[src/rtl/mem_arbiter.sv]
// Shares the single RAM port among all per-core icache/dcache miss ports; data beats instruction.
// MEM_ARB_RR_EN: round-robin within each class; undefined gives fixed lowest-index priority.
//
// state | meaning
// ARB   | RAM idle, all waits high, choose next winner
// XFER  | drive RAM from registered winner until ACCESS or withdrawal
module mem_arbiter #(
   parameter int CPUS = 2,
   parameter int AW   = 32,
   parameter int DW   = 32
) (
   input  logic               CLK,
   input  logic               nRST,
   input  logic [CPUS-1:0]    iREN,
   input  logic [CPUS*AW-1:0] iaddr,
   output logic [CPUS-1:0]    iwait,
   output logic [CPUS*DW-1:0] iload,
   input  logic [CPUS-1:0]    dREN,
   input  logic [CPUS-1:0]    dWEN,
   input  logic [CPUS*AW-1:0] daddr,
   input  logic [CPUS*DW-1:0] dstore,
   output logic [CPUS-1:0]    dwait,
   output logic [CPUS*DW-1:0] dload,
   output logic               ramREN,
   output logic               ramWEN,
   output logic [AW-1:0]      ramaddr,
   output logic [DW-1:0]      ramstore,
   input  logic [DW-1:0]      ramload,
   input  logic [1:0]         ramstate
);
   localparam int IW = (CPUS > 1) ? $clog2(CPUS) : 1;
   localparam logic [1:0] RAM_ACCESS = 2'd2;

   typedef enum logic {ARB, XFER} state_t;

   state_t          state_q, state_d;
   logic            cls_q, cls_d;
   logic [IW-1:0]   idx_q, idx_d;
   logic            wr_q, wr_d;
   logic [CPUS-1:0] dreq;
   logic            active;

   function automatic logic [IW-1:0] pick(input logic [CPUS-1:0] req, input logic [IW-1:0] ptr);
      logic [IW-1:0] sel;
      logic          found;
      int            k;
      sel   = '0;
      found = 1'b0;
      for (int off = 0; off < CPUS; off++) begin
         k = (int'(ptr) + off) % CPUS;
         if (!found && req[k]) begin
            sel   = IW'(k);
            found = 1'b1;
         end
      end
      return sel;
   endfunction

`ifdef MEM_ARB_RR_EN
   logic [IW-1:0] ptr_d_q, ptr_d_d, ptr_i_q, ptr_i_d;

   function automatic logic [IW-1:0] next_idx(input logic [IW-1:0] idx);
      return (int'(idx) == CPUS - 1) ? '0 : IW'(int'(idx) + 1);
   endfunction

   always_ff @(posedge CLK or negedge nRST) begin
      if (!nRST) begin
         ptr_d_q <= '0;
         ptr_i_q <= '0;
      end else begin
         ptr_d_q <= ptr_d_d;
         ptr_i_q <= ptr_i_d;
      end
   end
`endif

   assign dreq  = dREN | dWEN;
   assign iload = {CPUS{ramload}};
   assign dload = {CPUS{ramload}};
   // A winner that drops its enable mid-transfer abandons the grant.
   assign active = cls_q ? dreq[idx_q] : iREN[idx_q];

   always_ff @(posedge CLK or negedge nRST) begin
      if (!nRST) begin
         state_q <= ARB;
         cls_q   <= 1'b0;
         idx_q   <= '0;
         wr_q    <= 1'b0;
      end else begin
         state_q <= state_d;
         cls_q   <= cls_d;
         idx_q   <= idx_d;
         wr_q    <= wr_d;
      end
   end

   always_comb begin
      state_d  = state_q;
      cls_d    = cls_q;
      idx_d    = idx_q;
      wr_d     = wr_q;
      iwait    = '1;
      dwait    = '1;
      ramREN   = 1'b0;
      ramWEN   = 1'b0;
      ramaddr  = '0;
      ramstore = '0;
`ifdef MEM_ARB_RR_EN
      ptr_d_d  = ptr_d_q;
      ptr_i_d  = ptr_i_q;
`endif
      case (state_q)
         ARB: begin
            if (|dreq) begin
               cls_d   = 1'b1;
`ifdef MEM_ARB_RR_EN
               idx_d   = pick(dreq, ptr_d_q);
`else
               idx_d   = pick(dreq, '0);
`endif
               wr_d    = dWEN[idx_d];
               state_d = XFER;
            end else if (|iREN) begin
               cls_d   = 1'b0;
`ifdef MEM_ARB_RR_EN
               idx_d   = pick(iREN, ptr_i_q);
`else
               idx_d   = pick(iREN, '0);
`endif
               wr_d    = 1'b0;
               state_d = XFER;
            end
         end
         XFER: begin
            ramaddr  = cls_q ? daddr[idx_q*AW +: AW] : iaddr[idx_q*AW +: AW];
            ramstore = cls_q ? dstore[idx_q*DW +: DW] : '0;
            if (!active) begin
               state_d = ARB;
            end else begin
               ramREN = ~wr_q;
               ramWEN = wr_q;
               // BUSY, FREE and ERROR all keep waiting; ERROR is simply retried.
               if (ramstate == RAM_ACCESS) begin
                  state_d = ARB;
                  if (cls_q) begin
                     dwait[idx_q] = 1'b0;
`ifdef MEM_ARB_RR_EN
                     ptr_d_d = next_idx(idx_q);
`endif
                  end else begin
                     iwait[idx_q] = 1'b0;
`ifdef MEM_ARB_RR_EN
                     ptr_i_d = next_idx(idx_q);
`endif
                  end
               end
            end
         end
         default: state_d = ARB;
      endcase
   end
endmodule

[config.mk]
export PLATFORM = sky130hd
export DESIGN_NAME = mem_arbiter
export DESIGN_NICKNAME = d
export VERILOG_FILES = /design/src/rtl/mem_arbiter.sv
export SDC_FILE = /design/constraint.sdc
export NUM_CORES = 1
export LEC_CHECK = 0
export CAP_MARGIN = 20
export CORE_AREA = 2 2 167 169
export DETAILED_ROUTE_END_ITERATION = 10
export DIE_AREA = 0 0 169 171
export PLACE_DENSITY = 0.51
export SETUP_SLACK_MARGIN = 0.05
export SLEW_MARGIN = 15
export SYNTH_ARGS = -nofsm -noshare
export SYNTH_HDL_FRONTEND = slang
export SYNTH_SLANG_ARGS = --single-unit
[constraint.sdc]
create_clock -name CLK -period 2.2 [get_ports CLK]
set_input_delay 0.44 -clock CLK [delete_from_list [all_inputs] [get_ports CLK]]
set_output_delay 0.44 -clock CLK [all_outputs]
set_load 0.005 [all_outputs]
==> results of run 1 <==
## logic make-up (layout without fill, tap and decap cells)
logic type / count (synthesis) / after routing / synth area share (%)
multiplexers: 34 / 34 / 29.5
AO/OA/AOI/OAI: 39 / 39 / 12.6
AND/OR/NAND/NOR: 51 / 51 / 11.8
flip-flops: 4 / 4 / 3.91
buffers and inverters: 149 / 342 / 42.2
## final timing paths
| path | startpoint | endpoint | slack, ns | cells after the start |
|---|---|---|---|---|
| worst max-delay path | cls_q | ramREN | -0.11 | 7 |
| min in group CLK | wr_q | wr_q | 0.58 | 2 |
| worst min-delay path | nRST | idx_q | 0.44 | 1 |
| worst max register to register | cls_q | state_q | 0.50 | 6 |
| worst min register to register | wr_q | wr_q | 0.58 | 2 |
| max in group asynchronous | nRST | cls_q | 1.55 | 1 |
## cells in the final DEF (no fill, tap or decap), types with 4 or more instances in the layout
master / netlist / layout
a22o_1: 32 / 31
and2_1: 32 / 11
and2_4: 0 / 21
buf_12: 0 / 15
buf_16: 0 / 5
buf_2: 10 / 41
buf_4: 129 / 19
buf_6: 3 / 41
buf_8: 0 / 6
clkbuf_2: 0 / 8
clkdlybuf4s50_1: 0 / 193
mux4_2: 33 / 33
nor2_1: 5 / 4
## through the flow
stage / setup WS, ns / cells / instance area [um^2] / util, %
2_1_floorplan: 0.374 / 277 / 2560 / -
3_3_place_gp: -0.634 / 769 / 4880 / 17.8
3_5_place_dp: -0.641 / 769 / 4880 / 17.8
4_1_cts: -0.108 / 817 / 5490 / 20.1
5_1_grt: -0.146 / 816 / 5490 / 20.1
6_report: -0.110 / 816 / 5490 / 20.1
## timing repair
item / CTS / global route
cloned: 8 / 0
hold buffers: 0 / 0
pin swaps: 48 / 8
resized for setup: 332 / 43
endpoints found under the setup margin: 70 / 63
endpoints found under the hold margin: 0 / 0
setup buffers: 37 / 2
## power groups by stage
stage                     logic (mW)  registers [mW]  clock network (mW)
after global routing            5.62           0.190               0.305
after floorplan                 1.97           0.132                   0
final                           5.25           0.178               0.294
after global placement          4.03           0.177                   0
after CTS                       5.29           0.185               0.293
after detailed placement        4.03           0.177                   0
## area by class of cell
| cell class | instances | area [um^2] |
|---|---|---|
| Inverter | 2 | 7.51 |
| Fill cell | 3006 | 21800 |
| Multi-Input combinational cell | 124 | 1480 |
| Sequential cell | 4 | 103 |
| Tap cell | 346 | 433 |
| Timing Repair Buffer | 336 | 3390 |
| Clock buffer | 4 | 78.8 |
## flip-flops by register name (all words and copies together), names as in the netlist
name	count
cls_q	1
idx_q	1
state_q	1
wr_q	1
## routing by layer
layer / global-route usage, % / routed length (um) / vias up
met5: 0 / 0 / -
met4: 2.45 / 331 / 0
met3: 1.80 / 1210 / 36
met2: 16.4 / 7060 / 181
met1: 8.55 / 4730 / 1300
li1: - / - / 1254
## critical path, delay by kind of cell (launching register included)
family	cells	cell delay (ns)
buf+inv	5	0.66
flops	1	0.43
mux	1	0.38
simple gates	1	0.16
==> out/results.ini, run 1 <==
[run_status]
outcome = finished, violations left
violations = setup timing

[synth]
yosysTopAreaCell = buf_4
synth_cell_type_count = 25
synth_flop_cell = dfrtp_1
synth-edff-count = 0
synth_warnings = 0
synth_fp_nets = 511
synth_area_leaders = buf_4 (38%), mux4_2 (29%), a22o_1 (11%)
synth-async-reset-ratio_pct = 100
synth_area_mm2 = 0.00256
synthTopCellsByCount = buf_4 (129), mux4_2 (33), a22o_1 (32), and2_1 (32), buf_2 (10)
ys_seq_elements = 4
synth_top_area_share_pct = 37.9
synthCells = 277
ys_seq_area_share_pct = 3.91
syn_avg_cell_area_um2 = 9.23
yosysMostFrequentCell = buf_4

[timing]
worst_slew_pin_slew_ns = 0.374
rsz0062_at_grt = true
timing.hold.ws_ns = 0.440
period_share_pct = 105
hold_viol_final = 0
slew_headroom_pct = 74.8
slew_viol_final = 0
setup_viol = 16
finalSetupTns_ns = -0.760
layout_min_cycle_time_ns = 2.31
fmax_mhz = 433
fin_ws_ns = -0.110
skew_ns = 0.00245

[floorplanning]
rows = 61
core_mm2 = 0.0273
ios = 432
design.die.area_mm2 = 0.0289
start_util_pct = 9.36
die_height_um = 171
die_x_um = 169

[grt]
gr-total-overflow = 0
grt_pass1_vias = 2882
grt_pass1_wl_um = 17700
grt_start_max_net_pins = 38
grt_usage_pct = 8.25
antenna_found_initial = 0

[critical_path]
required_ns = 1.76
criticalPathCategory = reg -> out
slowest_stage = dfrtp_2
critPathMaxFanout = 4
arrival_ns = 1.87
crit_chain = buf_8, buf_16, buf_6, mux4_2, buf_6, and3_4, buf_6
crit_path_frequent_cell = buf_6
crit_path_max_incr_delay_ns = 0.43
cp-start-kind = flop
end_kind = primary output

[drt]
drt_iter0_markers = 57
wl_per_cell_um = 16.3
via_per_inst = 3.40
drc = 0
drt_wl_total_um = 13300
num_vias = 2771
antenna_left = 0
firstDrtPassIters = 4

[clocking]
clk_pin_slew_ns = 0.03
cts_buffers = 3
cts_num_sinks = 4
clock_path_buffers = 2
cts_tree = yes
cts_max_level = 1
cts-root-buf = clkbuf_16
clock_latency_ns = 0.23

[cells_and_area]
drive_above_1_share_pct = 43.0
nets = 705
syn2layout_area_growth_pct = 115
diodes = 0

[power_and_ir_drop]
seqPwrFrac_pct = 3.1
peakVddDrop_mv = 0.451
power_density_mw_per_mm2 = 1040
power.internal_mw = 3.74
p_sw_share_pct = 34.7
combPwrFrac_pct = 91.8
clkPwrFrac_pct = 5.1
leakage_nw = 2.23
p_sw_mw = 1.99
p_total_mw = 5.72

[place]
dpl.hpwl_um = 9720
routabilityCongestion = 0.737
portBuffers = 271

[min_path]
hold_class = in -> async

[job]
maxCapViolations = 0

No activity file was read; power rests on OpenSTA's default activity.
==> inputs of run 2 (changes only) <==
- clock period: 2.2 -> 2.4 ns (I/O delays scaled with it)
==> out/results.ini, run 2 (same netlist as run 1, synthesis figures left out) <==
[min_path]
hold_class = in -> async

[critical_path]
cp-start-kind = input port
setup.worst_path.start = dWEN[1]
rrSetupSlack_ns = 0.80  ; +0.30 ns
required_ns = 1.92  ; +0.16 ns
r2r_start = idx_q
criticalPathCategory = in -> out
endpoint = iwait[0]
critPathMaxFanout = 4  ; unchanged
ff2ff_path_depth = 4  ; -2
arrival_ns = 1.84  ; -0.03 ns
end_kind = primary output
timing.rr.end = state_q

[run_status]
outcome = finished, final reports clean

[timing]
slew_viol_final = 0  ; unchanged
hold_viol_final = 0  ; unchanged
setup_viol = 0  ; -16
period_share_pct = 96.6
worst_slew_pin_slew_ns = 0.340  ; -0.0335 ns
timing.hold.ws_ns = 0.464  ; +0.0238 ns
skew_ns = 0.00168  ; -0.000775 ns
finalSetupTns_ns = 0  ; +0.760 ns
fin_ws_ns = 0.0821  ; +0.192 ns
fmax_mhz = 431
layout_min_cycle_time_ns = 2.32
rsz0062_at_grt = true
slew_headroom_pct = 77.1  ; +2.3 points

[power_and_ir_drop]
leakage_nw = 2.00  ; -10%
power_density_mw_per_mm2 = 808  ; -23%
peakVddDrop_mv = 0.405  ; -10%
p_total_mw = 4.10  ; -28%

[clocking]
clock_path_buffers = 2  ; unchanged
cts_max_level = 1  ; unchanged
cts-root-buf = clkbuf_16
ctsHoldBuffers = 0  ; unchanged
clk_pin_slew_ns = 0.03  ; about the same
cts_tree = yes
cts_buffers = 3  ; unchanged
clock_latency_ns = 0.23  ; about the same
cts_num_sinks = 4  ; unchanged

[cells_and_area]
fillers = 3064  ; +1.9%
ff_latch_area_um2 = 104  ; +1.2%
diodes = 0  ; unchanged
final_common_cell = clkdlybuf4s50_1
multi_input_area_mm2 = 0.00144  ; -2.7%
nets = 672  ; -4.7%
final_cell_mix = clkdlybuf4s50_1 (194), mux4_2 (33), dlygate4sd2_1 (32)
syn2layout_area_growth_pct = 98.2
drive_above_1_share_pct = 22.2  ; -21 points

[place]
dpl.hpwl_um = 9690  ; -0.28%
routabilityCongestion = 0.730  ; -0.99%
place_ws_ns = -0.520  ; +0.122 ns
portBuffers = 271  ; unchanged

[drt]
wl_per_cell_um = 15.0  ; -8.2%
drt_iter0_markers = 49  ; -14%
firstDrtPassIters = 4  ; unchanged
num_vias = 2640  ; -4.7%
via_per_inst = 3.37  ; -0.71%
drc = 0  ; unchanged
drt_wl_total_um = 11700  ; -12%
antenna_left = 0  ; unchanged

[floorplanning]
start_util_pct = 9.36  ; unchanged
ios = 432  ; unchanged
core_mm2 = 0.0273  ; unchanged
die_height_um = 171  ; unchanged
die_x_um = 169  ; unchanged
rows = 61  ; unchanged
design.die.area_mm2 = 0.0289  ; unchanged

[grt]
grt_usage_pct = 7.36  ; -0.89 points
grt_pass1_vias = 2749  ; -4.6%
grt_start_max_net_pins = 38  ; unchanged
antenna_found_initial = 0  ; unchanged
grt_pass1_wl_um = 16100  ; -8.6%
gr-total-overflow = 0  ; unchanged

[job]
maxCapViolations = 0  ; unchanged

[run 2: changes by cell type in the layout (fill, tap and decap cells not counted), moves of 2 or more]
cell | before | now
and2_1 | 11 | 27
buf_8 | 6 | 0
dlygate4sd2_1 | 3 | 32
buf_2 | 41 | 5
buf_6 | 41 | 4
dlymetal6s2s_1 | 1 | 3
and2_4 | 21 | 5
clkdlybuf4s15_1 | 3 | 29
buf_12 | 15 | 8
buf_16 | 5 | 2
[run 2: power breakdown]
group / switching, mW / total (mW) / internal [mW] / leakage, nW
registers: 0.0467 / 0.153 / 0.107 / 0.0422
logic: 1.40 / 3.67 / 2.28 / 1.92
clock network: 0.0507 / 0.270 / 0.220 / 0.0382
total: 1.49 / 4.10 / 2.60 / 2.00
[run 2: metal layers]
| layer | wire length (um) | up-vias | global-route usage [%] |
|---|---|---|---|
| met3 | 1240 | 40 | 2.01 |
| met4 | 312 | 0 | 2.64 |
| met1 | 4080 | 1219 | 7.41 |
| met5 | 0 | - | 0 |
| met2 | 6120 | 192 | 14.4 |
| li1 | - | 1189 | - |
[run 2: worst min path at each step]
stage / start / to / slack (ns) / cells after the start
global route: nRST / wr_q / 0.48 / 1
finish: nRST / cls_q / 0.46 / 1
floorplan: nRST / cls_q / 0.18 / 0
global placement: wr_q / wr_q / 0.58 / 2
detailed placement: wr_q / wr_q / 0.57 / 2
CTS: nRST / cls_q / 0.47 / 1
[run 2: repair_timing]
item | CTS | global route
setup endpoints to repair | 70 | 34
gates cloned | 2 | 0
resized for setup | 112 | 49
setup buffers | 9 | 7
pin swaps | 9 | 6
[run 2: critical path, stage by stage]
cell	delay, ns
dlygate4sd2_1	0.23
or2_0	0.19
mux4_2	0.56
buf_6	0.16
nand4b_1	0.08
buf_2	0.12
[run 2: layout make-up]
| cell class | instances | area share (%) |
|---|---|---|
| Timing Repair Buffer | 303 | 59.4 |
| Multi-Input combinational cell | 124 | 28.3 |
| Tap cell | 346 | 8.54 |
| Clock buffer | 4 | 1.56 |
| Sequential cell | 4 | 2.05 |
| Inverter | 2 | 0.148 |
[run 2: through the flow]
step           instances  util (%)  cell area [um^2]
4_1_cts              776      18.2              4980
2_1_floorplan        277         -              2560
3_3_place_gp         761      17.6              4800
5_1_grt              783      18.6              5070
6_report             783      18.6              5070
3_5_place_dp         761      17.6              4800
